[config.mk]
export PLATFORM = sky130hd
export DESIGN_NAME = hazard_stall_ctrl
export DESIGN_NICKNAME = d
export VERILOG_FILES = /design/src/rtl/hazard_stall_ctrl.sv
export SDC_FILE = /design/constraint.sdc
export NUM_CORES = 1
export LEC_CHECK = 0
export CAP_MARGIN = 20
export CORE_MARGIN = 3
export CORE_UTILIZATION = 36
export CTS_CLUSTER_SIZE = 12
export DETAILED_ROUTE_END_ITERATION = 6
export PLACE_DENSITY = 0.78
export SYNTH_ARGS = -nofsm -noshare
export SYNTH_HDL_FRONTEND = slang
export SYNTH_SLANG_ARGS = --single-unit
[constraint.sdc]
create_clock -name clk -period 2.5 [get_ports clk]
set_clock_uncertainty 0.2 [all_clocks]
set_input_delay 0.5 -clock clk [delete_from_list [all_inputs] [get_ports clk]]
set_output_delay 0.5 -clock clk [all_outputs]
set_load 0.1 [all_outputs]
[src/rtl/hazard_stall_ctrl.sv]
// Hazard/stall controller for the 5-stage MIPS pipeline: Tuse/Tnew data-hazard
// detection plus a busy counter covering the multi-cycle mult/div unit.
// Optional macro STALL_CNT_EN adds a saturating stall-cycle counter output.
module hazard_stall_ctrl #(
  parameter int MULT_LAT = 5,
  parameter int DIV_LAT  = 10,
  parameter int CNT_W    = 4   // must be wide enough to hold max(MULT_LAT, DIV_LAT)
) (
  input  logic        clk,
  input  logic        reset,
  input  logic [4:0]  rs_D,
  input  logic [4:0]  rt_D,
  input  logic [1:0]  tuse_rs_D,
  input  logic [1:0]  tuse_rt_D,
  input  logic        md_use_D,
  input  logic [4:0]  wreg_E,
  input  logic [1:0]  tnew_E,
  input  logic [4:0]  wreg_M,
  input  logic [1:0]  tnew_M,
  input  logic        mult_start_E,
  input  logic        div_start_E,
  output logic        en_pc,
  output logic        en_d,
  output logic        clr_e,
  output logic        md_busy
`ifdef STALL_CNT_EN
  ,
  output logic [31:0] stall_cnt
`endif
);

  logic [CNT_W-1:0] cnt_q, cnt_d;
  logic             stall_rs, stall_rt, stall_md, stall;

  // Equal Tuse/Tnew is covered by forwarding, so only a strictly later result stalls.
  always_comb begin
    stall_rs = (rs_D != 5'd0) &&
               ((rs_D == wreg_E && tuse_rs_D < tnew_E) ||
                (rs_D == wreg_M && tuse_rs_D < tnew_M));
    stall_rt = (rt_D != 5'd0) &&
               ((rt_D == wreg_E && tuse_rt_D < tnew_E) ||
                (rt_D == wreg_M && tuse_rt_D < tnew_M));
  end

  assign md_busy  = mult_start_E | div_start_E | (cnt_q != '0);
  assign stall_md = md_use_D & md_busy;
  assign stall    = stall_rs | stall_rt | stall_md;

  assign en_pc = ~stall;
  assign en_d  = ~stall;
  assign clr_e = stall;

  // A new start reloads rather than accumulates; div wins if both starts collide.
  always_comb begin
    cnt_d = cnt_q;
    if (div_start_E) begin
      cnt_d = CNT_W'(DIV_LAT);
    end else if (mult_start_E) begin
      cnt_d = CNT_W'(MULT_LAT);
    end else if (cnt_q != '0) begin
      cnt_d = cnt_q - CNT_W'(1);
    end
  end

  // NOTE: registers are written with non-blocking assignments so every flop
  // samples pre-edge values regardless of block evaluation order.
  always_ff @(posedge clk or posedge reset) begin
    if (reset) begin
      cnt_q <= '0;
    end else begin
      cnt_q <= cnt_d;
    end
  end

`ifdef STALL_CNT_EN
  logic [31:0] stall_cnt_q;

  always_ff @(posedge clk or posedge reset) begin
    if (reset) begin
      stall_cnt_q <= '0;
    end else if (stall && stall_cnt_q != 32'hFFFF_FFFF) begin
      stall_cnt_q <= stall_cnt_q + 32'd1;
    end
  end

  assign stall_cnt = stall_cnt_q;
`endif

endmodule

== Yosys cells after proc, flatten, opt, wreduce, memory -nomap -nowiden ==
Index checks and enable logic that the tools add are counted.

* Register bits: 4
* Bits of input ports: 33
* Output and inout port bits: 4
* Logic and storage cells: 31

* Add/sub/neg operators: 1
* $lt $le $gt $ge: 4
* Eq/ne operators: 4
* Multiplexer cells: 3
* Bitwise gates (word level): 6
* Reductions and logical operators: 12

{| class="wikitable"
|+ Operator list
! kind !! count
|-
| 5-bit == test || 4
|-
| 4-bit two-way mux || 3
|-
| 5-bit nonzero test || 2
|-
| 2-bit < comparator || 4
|-
| 1-bit logical AND || 6
|-
| 1-bit OR || 4
|-
| 4-bit nonzero test || 1
|-
| 4-bit by 1-bit subtractor with 4-bit output, second input constant || 1
|-
| 3-bit nonzero test || 1
|-
| 1-bit logical OR || 2
|-
| 1-bit AND || 1
|-
| 1-bit inverter || 1
|}

== Depth between registers and ports, before layout ==
Gate-level depths: netlist of run 1.

* Depth in word-level cells: 7
* Depth in mapped cells: 7
* Gate-level depth less buffers: 6

== Worst setup path after synthesis of run 1 ==
Ideal clock, no wire load.

* Path kind: input to output
* From: in div_start_E
* To: out en_pc
* Data arrival time: 4407 ps
* Required time: 1800 ps
* Path slack: -2607 ps
* Cell stages on the path: 5
* Buffers on the path: 1
* Cell sequence: nor4_1 > and2_1 > inv_1 > a211oi_1 > buf_4

* Cells in the longest elaborated chain, start to end: 5

{| class="wikitable"
|+ Ends and longest elaborated chain
! element !! line !! source
|-
| from (decl) || 21 || <nowiki>input logic div_start_E,</nowiki>
|-
| 1-bit OR (2 in a row) || 45 || <nowiki>assign md_busy = mult_start_E | div_start_E | (cnt_q != '0);</nowiki>
|-
| net md_busy || 25 || <nowiki>output logic md_busy</nowiki>
|-
| 1-bit AND || 46 || <nowiki>assign stall_md = md_use_D & md_busy;</nowiki>
|-
| 1-bit OR || 47 || <nowiki>assign stall = stall_rs | stall_rt | stall_md;</nowiki>
|-
| 1-bit inverter || n/a ||
|-
| to (decl) || 22 || <nowiki>output logic en_pc,</nowiki>
|}

The timed path passes the listed nets, and every way through them passes these cells.

== Worst setup path after layout of run 1 ==
* From: in tnew_M[1]
* To: out en_d

* Cells in the longest elaborated chain, start to end: 7
* Elaborated cells between the ends (all ways): 11
* Those cells by class: order compare: 2; bitwise: 3; reduce/logical: 6

{| class="wikitable"
|+ Ends and longest elaborated chain
! element !! line !! source
|-
| from (decl) || 19 || <nowiki>input logic [1:0] tnew_M,</nowiki>
|-
| 2-bit < comparator, on equally long branches || 39, 42 ||
|-
| 1-bit logical AND, on equally long branches || 39, 42 ||
|-
| 1-bit logical OR, on equally long branches || 38, 41 ||
|-
| 1-bit logical AND, on equally long branches || 37, 40 ||
|-
| 1-bit OR (*) (2 in a row) || 47 ||
|-
| 1-bit inverter (*) || 50 || <nowiki>assign en_d = ~stall;</nowiki>
|-
| to (decl) || 23 || <nowiki>output logic en_d,</nowiki>
|}

Every way passes the cells marked *; elsewhere a longest branch is shown, timed or not.

==> results of run 1 <==
==> routing by layer <==
layer  up-vias  global-route usage  routed length, µm
li1        380                   -                  -
met1       409              0.2765               1115
met2        69              0.4580               1781
met3        24             0.05364                226
met4         0              0.1381                205
met5         -                   0                  0
==> worst paths after layout <==
| path | to | slack (ns) |
|---|---|---|
| worst max-delay path | en_d | -0.21 |
| worst min-delay path | cnt_q[0] | 0.27 |
| worst max register to register | cnt_q[0] | 0.79 |
| worst min register to register | cnt_q[1] | 0.39 |
| max in group asynchronous | cnt_q[1] | 1.67 |
| min in group clk | cnt_q[1] | 0.39 |
==> cell type report <==
type	instances	area (µm²)
Multi-Input combinational cell	60	655.6
Timing Repair Buffer	61	569.3
Fill cell	68	133.9
Sequential cell	4	100.1
Inverter	9	40.04
Clock buffer	3	22.52
Tap cell	16	20.02
==> critical path, stage by stage <==
cell and delay [ns]:
buf_6 0.10, inv_4 0.06, ha_4 0.19, a2111oi_4 0.36, nand4_1 0.20, a21oi_2 0.23
buf_4 0.15, a211oi_4 0.05, buf_12 0.17
==> per-stage QoR <==
stage                     utilization  power [W]  setup TNS [ns]
after floorplan                     -  0.0001862          -1.967
final                          0.9131  0.0004305         -0.5592
after global placement         0.7881  0.0002980          -1.485
after CTS                      0.8604  0.0003995         -0.4847
after global routing           0.9131  0.0004526         -0.6544
after detailed placement       0.7881  0.0003047          -1.683
==> layout by cell type, fill, tap and decap left out, types with 4 or more instances in the layout <==
cell type / count
dfrtp_1: 4
xnor2_1: 11
buf_12: 4
nand4_1: 4
clkbuf_2: 4
dlygate4sd2_1: 10
xor2_1: 6
buf_4: 23
buf_6: 7
inv_1: 6
xor2_2: 4
ha_1: 4
==> power by group <==
part,internal (W),total [W],leakage (nW),switching [W]
Clock,0.0000539,0.0000833,0.0138,0.0000294
Combinational,0.000130,0.000267,0.580,0.000137
Sequential,0.0000713,0.0000798,0.0465,0.00000847
Total,0.000256,0.000430,0.640,0.000175
==> cell families after synthesis <==
group / Yosys count
AO/OA/AOI/OAI: 13
XOR/XNOR: 22
adder cells (fa/ha/maj): 6
buffers and inverters: 10
flip-flops: 4
AND/OR/NAND/NOR: 19
==> repair_timing <==
action	CTS	global route
resized for setup	82	29
pin swaps	20	18
endpoints found under the setup margin	4	3
buffers inserted	2	2
==> metrics, run 1 <==
status finished with violations; failing checks setup timing; mux contribution to synthesized area 0; largest registers cnt_q x4; total gr overflow 0; Design Area, Final 0.001408 mm²; Synth top area share 0.1643; Avg Cell Area, Syn 8.234 µm²; slew at the pin with the worst max-slew slack 0.3022 ns; GRT Resource Usage Total 0.2553; clock sink count 4; via count 882; die area 0.002222 mm²; largest family of logic cells by synthesized area XOR/XNOR gates; Final min period 2.705 ns; Reg with most FFs cnt_q; Pre-antenna DRT Iters 4; Fmax achieved 369.7 MHz; most area-consuming cells after synthesis dfrtp_1, xnor2_1, xor2_1, ha_1, inv_1; diodes inserted 0; Pleak 0.6400 nW; Die Y 47.14 µm; crit start category input pin; sequential fraction of the synthesis area 0.1643; vias per inst 5.765; Clk Tree Root Cell clkbuf_4; max reg flops 4; Synth cell types 19; number of global-route vias before repair 858; final std cells w/o fill 153; PwrDens 305.8 mW/mm²; RSZ-0062 raised after global routing true; Yosys Warn Count 0; CP Capture Type output pin; asr flop ratio synth 1.000; total placed cells including tap cells 146; simple-gate share of the synthesized area 0.1745; core footprint 0.001541 mm²; Post-synth EDFFs 0; antenna violations before repair 0; worst path arrival time 2.01 ns; Most used DFF post-synth dfrtp_1; WL per Instance 21.75 µm; Slew HR 0.7979; # DRC 0; worst r2r src cnt_q[2]; VDD IR max 333.5 µV; post-synth top area cell dfrtp_1; Detailed Route WL 3328 µm; Post-Syn Area 609.3 µm²; CTS tree built; hold slack 0.2724 ns; Rows 14; share of layout cells above drive strength 1 0.5255; top cells by count, synth xnor2_1, xor2_1, inv_1; Hold Fails Final Rpt 0; hold buffers post-CTS 0; placed wire-length estimate 1847 µm; Initial Util 0.3953; CP Max Fanout 2; Final GP Congestion 0.8963; clock-pin slew on the worst setup and hold paths 0.04 ns; setup ws final -0.2050 ns; Critical Path RT 1.80 ns; final net count 178; first-pass GRT wire length 3864 µm; synthesized-area fraction occupied by adder cells 0.1232; Cell Area, Placed 0.001215 mm²; # setup viols final 3; port buffer count 36; Syn Nets 113; remaining antenna violation count 0; clock tree buffer depth 2; fin crit share 1.082; Top Ports 37; Max Cap Viol 0; Synth Area in Compound Gates 0.1540; Setup CP Type in2out; clk_lat worst skew 0.23 ns; pre-CTS WS -0.5557 ns; area grow syn2layout 131.0%; Post-Synthesis Cells 74; largest net degree at the start of global routing 5; Yosys reg bits 4; CP startpoint tnew_M[1]; worst hold path type in2async; Max Slew Vio Count 0; Iter 0 DRT Violations 21; H-tree Lvls 1; die width 47.14 µm; Reg2Reg Depth 6; Num CTS Buffers 3; XOR/XNOR Fraction of Synth Area 0.3162
(Power assumes the default switching activity.)
==> inputs of run 2 (changes only) <==
--- a/config.mk
+++ b/config.mk
@@ -5,6 +5,7 @@
 export SDC_FILE = /design/constraint.sdc
 export NUM_CORES = 1
 export LEC_CHECK = 0
+export ABC_CLOCK_PERIOD_IN_PS = 2500
 export CAP_MARGIN = 20
 export CORE_MARGIN = 3
 export CORE_UTILIZATION = 36
==> results of run 2 <==
The final DEF is identical to that of run 1; final timing and power are the same.
==> inputs of run 3 (changes only) <==
--- a/config.mk
+++ b/config.mk
@@ -9,6 +9,7 @@
 export CAP_MARGIN = 20
 export CORE_MARGIN = 3
 export CORE_UTILIZATION = 36
+export CTS_CLUSTER_DIAMETER = 200
 export CTS_CLUSTER_SIZE = 12
 export DETAILED_ROUTE_END_ITERATION = 6
 export PLACE_DENSITY = 0.78
==> results of run 3 <==
The final DEF is identical to that of run 1; final timing and power are the same.
==> RTL change (settings of run 1) <==
Set the parameter `CNT_W` to 6 (it was 4).
--- a/src/rtl/hazard_stall_ctrl.sv
+++ b/src/rtl/hazard_stall_ctrl.sv
@@ -4,7 +4,7 @@
 module hazard_stall_ctrl #(
   parameter int MULT_LAT = 5,
   parameter int DIV_LAT  = 10,
-  parameter int CNT_W    = 4   // must be wide enough to hold max(MULT_LAT, DIV_LAT)
+  parameter int CNT_W    = 6   // must be wide enough to hold max(MULT_LAT, DIV_LAT)
 ) (
   input  logic        clk,
   input  logic        reset,
Function: same outputs for any inputs over 10 cycles, from zero or initial values and one cycle with reset high; that may be too few to reach the edited logic, so the function may still have changed.
==> RTL change against run 1 <==
The run still ends with setup timing left. Area after synthesis rose by 15%. Count of clock-buffer cells in the layout is the same. Cell area decreased by 0.80%. Worst setup slack improved by 0.086 ns. Maximum frequency grew 3.3%. Total power rose by 3.6%. Combinational power down 6%. Routed wire length down 21%. Core utilization is 13 points lower. Synthesized cell count rose by 18%. Sequential cell count increased by 2. Non-clock buffer count shrank 12. Die area up 13%. Critical endpoint is now clr_e. Highest routed layer unchanged.
==> RTL change: results (changes against run 1) <==
Post-Synth Adder-Cell Area 0.107 (was 0.123); top post-synthesis cells by area dfrtp_1 21%, xor2_1 16%, xnor2_1 14% (was dfrtp_1 16%, xnor2_1 16%, xor2_1 16%); Comb power frac 0.561 (was 0.621); share of layout cells above drive strength 1 0.428 (was 0.526); Routed WL 2640 um (was 3330 um); pin count of the biggest net entering global routing 9 (was 5); commonest cells in the netlist 13 x nor2_1, 13 x xor2_1, 11 x xnor2_1 (was 11 x xnor2_1, 11 x xor2_1, 9 x inv_1); Seq/Total Area, Yosys 0.214 (was 0.164); post-synthesis xor/xnor area fraction 0.299 (was 0.316); number of global-route vias before repair 898 (was 858); Worst VDD drop 0.000307 V (was 0.000334 V); syn_nets 126 (was 113); pwr/cell area 319 nW/um2 (was 306 nW/um2); outcome finished with violations (unchanged); Final TNS setup -0.280 ns (was -0.559 ns); Overall Global Routing Usage 0.224 (was 0.255); leakage 0.624 nW (was 0.640 nW); Reg-to-Reg Start cnt_q[0]$_DFFE_PP0N_ (was cnt_q[2]$_DFFE_PP0N_); Worst path max stage delay 0.31 ns (was 0.36 ns); compound-cell area share of the yosys netlist 0.125 (was 0.154); setup violators final 3 (unchanged); placed cell area 1230 um2 (was 1210 um2); Crit. Startpoint tnew_E[1] (was tnew_M[1]); sw frac 0.369 (was 0.406); Avg Inst Size Synth 8.07 um2 (was 8.23 um2); placer congestion estimate 0.797 (was 0.896); final core occ 0.783 (was 0.913); Netlist cell types 21 (was 19); violated checks setup timing (unchanged); Place WS -0.704 ns (was -0.556 ns); Initial DRC Count 8 (was 21); placed cells 159 (was 146); PnR worst setup slack -0.119 ns (was -0.205 ns); final-stage net count 179 (was 178); global-route wire length before repair 4190 um (was 3860 um); Post-DP HPWL 1990 um (was 1850 um); via count 811 (was 882); Least-Margin Pin Slew 0.311 ns (was 0.302 ns); DR WL/cell 16.2 um (was 21.8 um)
==> RTL change: cell count changes after synthesis, moves of 2 or more <==
cell / before / now
nand2_1: 1 / 4
dfrtp_1: 4 / 6
nor4_1: 3 / 1
nor2_1: 4 / 13
xor2_1: 11 / 13
inv_1: 9 / 7
==> RTL change: metal layers <==
| layer | routed length, um | track usage |
|---|---|---|
| met5 | 0 | 0 |
| met4 | 17 | 0.0691 |
| met3 | 83 | 0.0326 |
| met2 | 1530 | 0.454 |
| met1 | 1000 | 0.227 |
==> RTL change: worst register-to-register path, delay by kind of cell, from the launching register on <==
family,cells,cell delay [ns]
buf+inv,3,0.44
fa+ha+maj,1,0.15
compound gates,1,0.10
simple gates,2,0.29
flops,1,0.40
==> RTL change: final cells by class <==
class | instances | area share
inverters | 7 | 0.0242
flip-flops and latches | 6 | 0.108
multi-input cells | 73 | 0.491
repair buffers | 49 | 0.339
clock buffers | 3 | 0.0161
well taps | 25 | 0.0224
==> RTL change: path summary, 6_finish.rpt <==
| check | endpoint | slack [ns] | cells after the start |
|---|---|---|---|
| min in group clk | cnt_q[1]$_DFFE_PP0N_ | 0.38 | 2 |
| max in group asynchronous | cnt_q[0]$_DFFE_PP0N_ | 1.65 | 2 |
| min reg2reg | cnt_q[1]$_DFFE_PP0N_ | 0.38 | 2 |
| max | clr_e | -0.12 | 8 |
| max reg2reg | cnt_q[0]$_DFFE_PP0N_ | 0.79 | 7 |
| min | cnt_q[3]$_DFFE_PP0N_ | 0.27 | 2 |
==> RTL change: what timing repair did <==
item	CTS	global route
resized for setup	93	20
endpoints found under the setup margin	3	3
setup buffers	1	0
pin swaps	20	13
